<file path="config.mk">
export PLATFORM = sky130hd
export DESIGN_NAME = serial_flit_tx
export DESIGN_NICKNAME = d
export VERILOG_FILES = /design/src/rtl/serial_pkg.sv /design/src/rtl/serial_flit_tx.sv
export SDC_FILE = /design/constraint.sdc
export NUM_CORES = 1
export LEC_CHECK = 0
export CAP_MARGIN = 20
export CORE_MARGIN = 10
export CORE_UTILIZATION = 25
export DETAILED_ROUTE_END_ITERATION = 10
export HOLD_SLACK_MARGIN = 0.12
export PLACE_DENSITY_LB_ADDON = 0.2
export SLEW_MARGIN = 20
export SYNTH_ARGS = -nofsm -noshare
export SYNTH_HDL_FRONTEND = slang
export SYNTH_SLANG_ARGS = --single-unit
</file>
<file path="constraint.sdc">
create_clock -name clk -period 4.6 [get_ports clk]
set_input_delay 1.38 -clock clk [delete_from_list [all_inputs] [get_ports clk]]
set_output_delay 1.38 -clock clk [all_outputs]
set_load 0.02 [all_outputs]
</file>
<file path="src/rtl/serial_pkg.sv">
// Shared definitions for the serial flit link: transmitter state encoding,
// line levels and the frame length helper.
package serial_pkg;

   typedef enum logic [2:0] {
      IDLE,
      START,
      DATA,
      PARITY,
      STOP,
      GAP
   } tx_state_e;

   localparam logic IDLE_LVL  = 1'b1;
   localparam logic START_BIT = 1'b0;
   localparam logic STOP_BIT  = 1'b1;

   // Cycles from START to STOP inclusive.
   function automatic int unsigned frame_len(input int unsigned flit_w,
                                             input int unsigned parity_en);
      return flit_w + ((parity_en != 0) ? 1 : 0) + 2;
   endfunction

endpackage

</file>
<file path="src/rtl/serial_flit_tx.sv">
// Parallel-to-serial flit transmitter: frames each accepted flit as
// START, data LSB first, optional even parity, STOP, then idle-high gap.
module serial_flit_tx #(
   parameter int unsigned FLIT_W    = 32,
   parameter int unsigned PARITY_EN = 1,
   parameter int unsigned GAP       = 1
) (
   input  logic              clk,
   input  logic              reset,
   input  logic [FLIT_W-1:0] flit_i,
   input  logic              flit_valid_i,
   output logic              flit_ready_o,
   output logic              sflit_o,
   input  logic              sready_i,
   output logic              busy_o
);
   import serial_pkg::*;

   localparam int unsigned CNT_W = $clog2(FLIT_W);
   localparam int unsigned GAP_W = (GAP > 0) ? $clog2(GAP + 1) : 1;
   localparam logic [CNT_W-1:0] BIT_LAST = CNT_W'(FLIT_W - 1);
   localparam logic [GAP_W-1:0] GAP_LAST = GAP_W'((GAP > 0) ? GAP - 1 : 0);

   tx_state_e         state;
   logic [FLIT_W-1:0] shift_q;
   logic              parity_q;
   logic [CNT_W-1:0]  bit_cnt;
   logic [GAP_W-1:0]  gap_cnt;
   logic              handshake;

   // Ready is forced low while reset is held so nothing is offered during reset.
   assign flit_ready_o = (state == IDLE) & sready_i & ~reset;
   assign handshake    = flit_valid_i & flit_ready_o;

   // Framing FSM; sflit_o and busy_o are registered alongside the state.
   always_ff @(posedge clk or posedge reset) begin
      if (reset) begin
         state    <= IDLE;
         shift_q  <= '0;
         parity_q <= 1'b0;
         bit_cnt  <= '0;
         gap_cnt  <= '0;
         sflit_o  <= IDLE_LVL;
         busy_o   <= 1'b0;
      end else begin
         case (state)
            IDLE: begin
               sflit_o <= IDLE_LVL;
               busy_o  <= 1'b0;
               if (handshake) begin
                  shift_q  <= flit_i;
                  parity_q <= ^flit_i;
                  bit_cnt  <= '0;
                  gap_cnt  <= '0;
                  state    <= START;
                  sflit_o  <= START_BIT;
                  busy_o   <= 1'b1;
               end
            end
            START: begin
               state   <= DATA;
               sflit_o <= shift_q[0];
               shift_q <= shift_q >> 1;
            end
            DATA: begin
               if (bit_cnt == BIT_LAST) begin
                  if (PARITY_EN != 0) begin
                     state   <= PARITY;
                     sflit_o <= parity_q;
                  end else begin
                     state   <= STOP;
                     sflit_o <= STOP_BIT;
                  end
               end else begin
                  bit_cnt <= bit_cnt + CNT_W'(1);
                  sflit_o <= shift_q[0];
                  shift_q <= shift_q >> 1;
               end
            end
            PARITY: begin
               state   <= STOP;
               sflit_o <= STOP_BIT;
            end
            STOP: begin
               sflit_o <= IDLE_LVL;
               if (GAP > 0) begin
                  state   <= serial_pkg::GAP;
                  gap_cnt <= '0;
               end else begin
                  state  <= IDLE;
                  busy_o <= 1'b0;
               end
            end
            serial_pkg::GAP: begin
               sflit_o <= IDLE_LVL;
               if (gap_cnt == GAP_LAST) begin
                  state  <= IDLE;
                  busy_o <= 1'b0;
               end else begin
                  gap_cnt <= gap_cnt + GAP_W'(1);
               end
            end
            default: begin
               state   <= IDLE;
               sflit_o <= IDLE_LVL;
               busy_o  <= 1'b0;
            end
         endcase
      end
   end

endmodule

</file>
# Yosys cells after proc, flatten, opt, wreduce, memory -nomap -nowiden
# Index checks and enable logic that the tools add are counted.
[classes]
addsub = 2
n_eq_ne = 10
n_mux = 19
n_reduce_logical = 12
n_bitwise = 5
[op_table]
columns = ["cell", "n"]
rows = [
  ["32-bit one-hot mux with 3 select lines", 1],
  ["32-bit 2-to-1 mux", 2],
  ["32-bit XOR reduction", 1],
  ["3-bit one-hot mux with 6 select lines", 1],
  ["5-bit 2-to-1 mux", 2],
  ["5-bit one-hot mux with 2 select lines", 1],
  ["3-bit 2-to-1 mux", 3],
  ["1-bit one-hot mux with 3 select lines", 3],
  ["3-bit AND reduction", 3],
  ["2-bit inequality test, second input constant", 4],
  ["3-bit by 2-bit equality test with 1-bit output, second input constant", 2],
  ["3-bit equality test, second input constant", 2],
  ["1-bit 2-to-1 mux", 6],
  ["2-bit AND reduction", 3],
  ["3-bit nonzero test", 2],
  ["5-bit by 1-bit adder with 5-bit output, second input constant", 1],
  ["5-bit equality test, second input constant", 1],
  ["4-bit OR reduction", 1],
  ["1-bit AND", 3],
  ["3-bit by 1-bit equality test with 1-bit output, second input constant", 1],
  ["3-bit zero test", 1],
  ["1-bit NOT", 2],
  ["2-bit nonzero test", 1],
  ["1-bit adder, second input constant", 1],
]
[word_totals]
regBits = 44
out_inout_bits = 3
wordCells = 55

# Logic depth before layout (Yosys ltp)
[depth]
depth_word = 6
ltp_mapped = 9

# Worst setup path after synthesis
# OpenSTA, ideal clock, no wires.
[synth_timing]
path_kind = "input to output"
start = "in reset"
end = "out flit_ready_o"
cell_stages = 2
required_ns = 3.220
n_path_buf = 0
path_slack_ns = 0.462
t_arrival_ns = 2.758
cell_sequence = "inv_1 -> and4b_1"
[synth_via]
elab_chain_cells = 2
[synth_lines]
columns = ["item", "line", "rtl"]
rows = [
  ["from (decl)", "serial_flit_tx.sv:9", "input logic reset,"],
  ["1-bit NOT", "serial_flit_tx.sv:32", "assign flit_ready_o = (state == IDLE) & sready_i & ~reset;"],
  ["1-bit AND", "serial_flit_tx.sv:32", ""],
  ["to (decl)", "serial_flit_tx.sv:12", "output logic flit_ready_o,"],
]
# Every way passes these cells.

# Worst setup path after layout
# Same ends and word-level chain as after synthesis.

==> out/results.tsv <==
stage	metric	value	unit
placement	half-perimeter wire length after placement	3.79	mm
setup_path	CP Max Fanout	2	
grt	GRT Total Usage	0.0827	
timing	fin. max-slew vios	0	
setup_path	Cell Chain, Critical Path	clkdlybuf4s50_1, clkinv_1, and4b_1, clkdlybuf4s50_1	
setup_path	Worst Path Required	3.22	ns
route	DRT Pass-1 Iters	4	
clock_network	clock latency at the later pin of the worst-skew pair	0.29	ns
route	DRT iter0 DRCs	47	
synth	Post-synth EDFFs	0	
min_path	Hold Startpoint	bit_cnt[4]$_DFFE_PP0P_	
clock_network	Post-CTS Setup Inserts	0	
clock_network	CTS root buffer	clkbuf_8	
clock_network	CTS tree	done	
power	Power Dens Cells	625	nW/um^2
final_layout	Layout fillers	960	
synth	Synth area leaders	dfrtp_1, mux2i_1, xnor2_1, a21oi_1, nor2_1	
timing	Worst Skew	0.00544	ns
route	vias per cell	4.31	
outcome	status	complete, no violations	
timing	Worst-Margin Slew	1.07	ns
min_path	Hold Path Class	flop to flop	
route	Detail Route Antenna Nets	0	
timing	Fin. Hold Viols	0	
power	Static Leak	1.13	nW
synth	Top FF cell, synth	dfrtp_1	
synth	Yosys reg bits	43	
setup_path	Worst setup SP type	primary input	
setup_path	crit end category	primary output	
setup_path	Worst path max stage delay	0.54	ns
clock_network	worst-case clock buffer depth	2	
final_layout	synthesis-to-layout area growth	24.2	%
final_layout	layout cells sized above 1	0.0604	
clock_network	H-Tree Depth	2	
setup_path	delay-heaviest family, CP	buffers and inverters	
synth	Post-Syn Area per Cell	10.2	sq um
synth	Synth area leader	dfrtp_1	
floorplanning	Die Ht	116	microns
setup_path	Most common cell on crit path	clkdlybuf4s50_1	
floorplanning	IO Count	39	
final_layout	Final Instance Area	2880	sq um
job	max-capacitance violation count	0	
synth	share of Yosys cell area claimed by the top area cell type	0.453	
final_layout	antenna diode count	0	
synth	Async S/R FF share, synth	1.00	
placement	port bufs	38	
clock_network	Worst-path clk slew	0.08	ns
placement	global placement routability congestion	0.711	
placement	placed cell area	2800	sq um
timing	final setup fails	0	
timing	final worst-path cycle share	0.873	
route	routed via count	1620	
synth	Yosys cell types	31	
route	Routed WL per cell	13.9	microns
route	Post-Route WL	5.24	mm
setup_path	Arr. time, crit path	2.64	ns
grt	first-pass GRT wire length	8.87	mm
synth	yosys warns	0	
synth	count leader, synth	dfrtp_1	
timing	setup_tns	0	ns
final_layout	nets	302	
timing	Slew Limit Headroom	0.286	
grt	initial antenna violation count	0	
placement	pre-CTS setup slack	0.562	ns
floorplanning	Core Region	9150	sq um
grt	GRT Residual Overflow	0	
floorplanning	die width	116	microns
route	DRC viols	0	
clock_network	CTS sink count	43	
setup_path	CP max stage cell	clkdlybuf4s50_1	
clock_network	cts hold-fix bufs	0	
power	VDD IR max	0.258	mV
grt	vias in the first global route	1773	
synth	Post-synth top cells	dfrtp_1, nor2_1, a21oi_1	
timing	Fmax	249	MHz
setup_path	worst reg2reg startpoint	state[1]$_DFFE_PP0P_	
timing	Setup WS post-layout	0.583	ns
synth	cells after synthesis	228	
timing	unrepaired setup endpoints after global routing	no	
setup_path	Setup CP Type	primary input to primary output	
setup_path	critical path startpoint	reset	
final_layout	Post-Layout Cell Count	376	
floorplanning	Cell Rows	35	
placement	Cells after DPL	368	
clock_network	TritonCTS Buffers	5	
timing	Period minus WS final	4.02	ns
floorplanning	Die Area	13500	sq um
floorplanning	initial core utilization	0.254	
clock_network	cts repair resizes	0	
synth	Post-Syn Area	2320	sq um
synth	sequential element share of the synthesized area	0.464	
grt	largest net degree at the start of global routing	65	
setup_path	Buffers & Inverters on Critical Path	3	
synth	post-synth net total	266	
## state kept, by name, indices dropped and copies added, names as in the netlist
signal and count:
state 3, busy_o 1, shift_q 32, parity_q 1, bit_cnt 5, sflit_o 1
## metrics by stage
stage	total power [mW]	hold WS [ns]	util
floorplan	1.41	0.456	-
global placement	1.57	0.473	0.306
detailed placement	1.58	0.497	0.306
CTS	1.82	0.512	0.315
global route	1.97	0.558	0.315
finish	1.80	0.502	0.315
## final timing paths
kind | cells past startpoint | endpoint | slack, ns
setup reg to reg | 5 | shift_q[10]$_DFFE_PP0P_ | 2.16
hold / removal | 2 | bit_cnt[4]$_DFFE_PP0P_ | 0.50
max in group asynchronous | 3 | shift_q[16]$_DFFE_PP0P_ | 2.64
min in group asynchronous | 3 | state[0]$_DFFE_PP0P_ | 1.57
setup / recovery | 4 | flit_ready_o | 0.58
hold reg to reg | 2 | bit_cnt[4]$_DFFE_PP0P_ | 0.50
## cells by family after synthesis
group                    count (synthesis)  synth area share
AO/OA/AOI/OAI                           43            0.0997
XOR/XNOR                                33             0.125
adder cells (fa/ha/maj)                  2            0.0108
buffers and inverters                   16            0.0404
flip-flops                              43             0.464
multiplexers                            34             0.148
AND/OR/NAND/NOR                         57             0.113
## routing by layer
metal / wire length, microns / track usage / vias to the layer above
li1: - / - / 839
met1: 2500 / 0.105 / 754
met2: 2460 / 0.131 / 25
met3: 254 / 0.0277 / 2
met4: 21 / 0.0200 / 0
met5: 0 / 0 / -
## final cells by class
class / instances / area [sq um] / area share
inverter: 3 / 11.3 / 0.00391
tap: 111 / 139 / 0.0482
multi-input combinational: 169 / 1150 / 0.399
timing repair buffer: 42 / 423 / 0.147
sequential: 43 / 1080 / 0.374
clock buffer: 8 / 80.1 / 0.0278
## worst reg2reg max path, cell delays in order (launching register included)
cell      delay [ns]
dfrtp_1         0.53
nand2b_1        0.27
a21oi_4         0.87
buf_4           0.36
mux2i_1         0.21
a21oi_1         0.08
## cell usage in the layout (no fill, tap or decap), drive strengths merged
| master | n |
|---|---|
| dfrtp | 42 |
| buf | 4 |
| clkdlybuf4s50 | 38 |
| and3 | 2 |
| nand2 | 9 |
| a21oi | 34 |
| nand3b | 1 |
| dfstp | 1 |
| nor4 | 1 |
| nand2b | 3 |
| o22ai | 1 |
| o21ai | 6 |
| xnor2 | 27 |
| mux2 | 2 |
| nor2 | 37 |
| and4b | 1 |
| nor4b | 1 |
| clkinv | 1 |
| a31oi | 1 |
| xor2 | 6 |
| nand4 | 1 |
| o21bai | 1 |
| clkbuf | 8 |
| nand3 | 1 |
| mux2i | 32 |
| ha | 2 |
| inv | 2 |
## report_power, final
part | total [mW] | switching, mW | internal [mW]
Sequential | 0.679 | 0.116 | 0.563
Clock | 0.235 | 0.127 | 0.108
Combinational | 0.887 | 0.469 | 0.418
Total | 1.80 | 0.713 | 1.09
No activity file was read; power rests on OpenSTA's default activity.
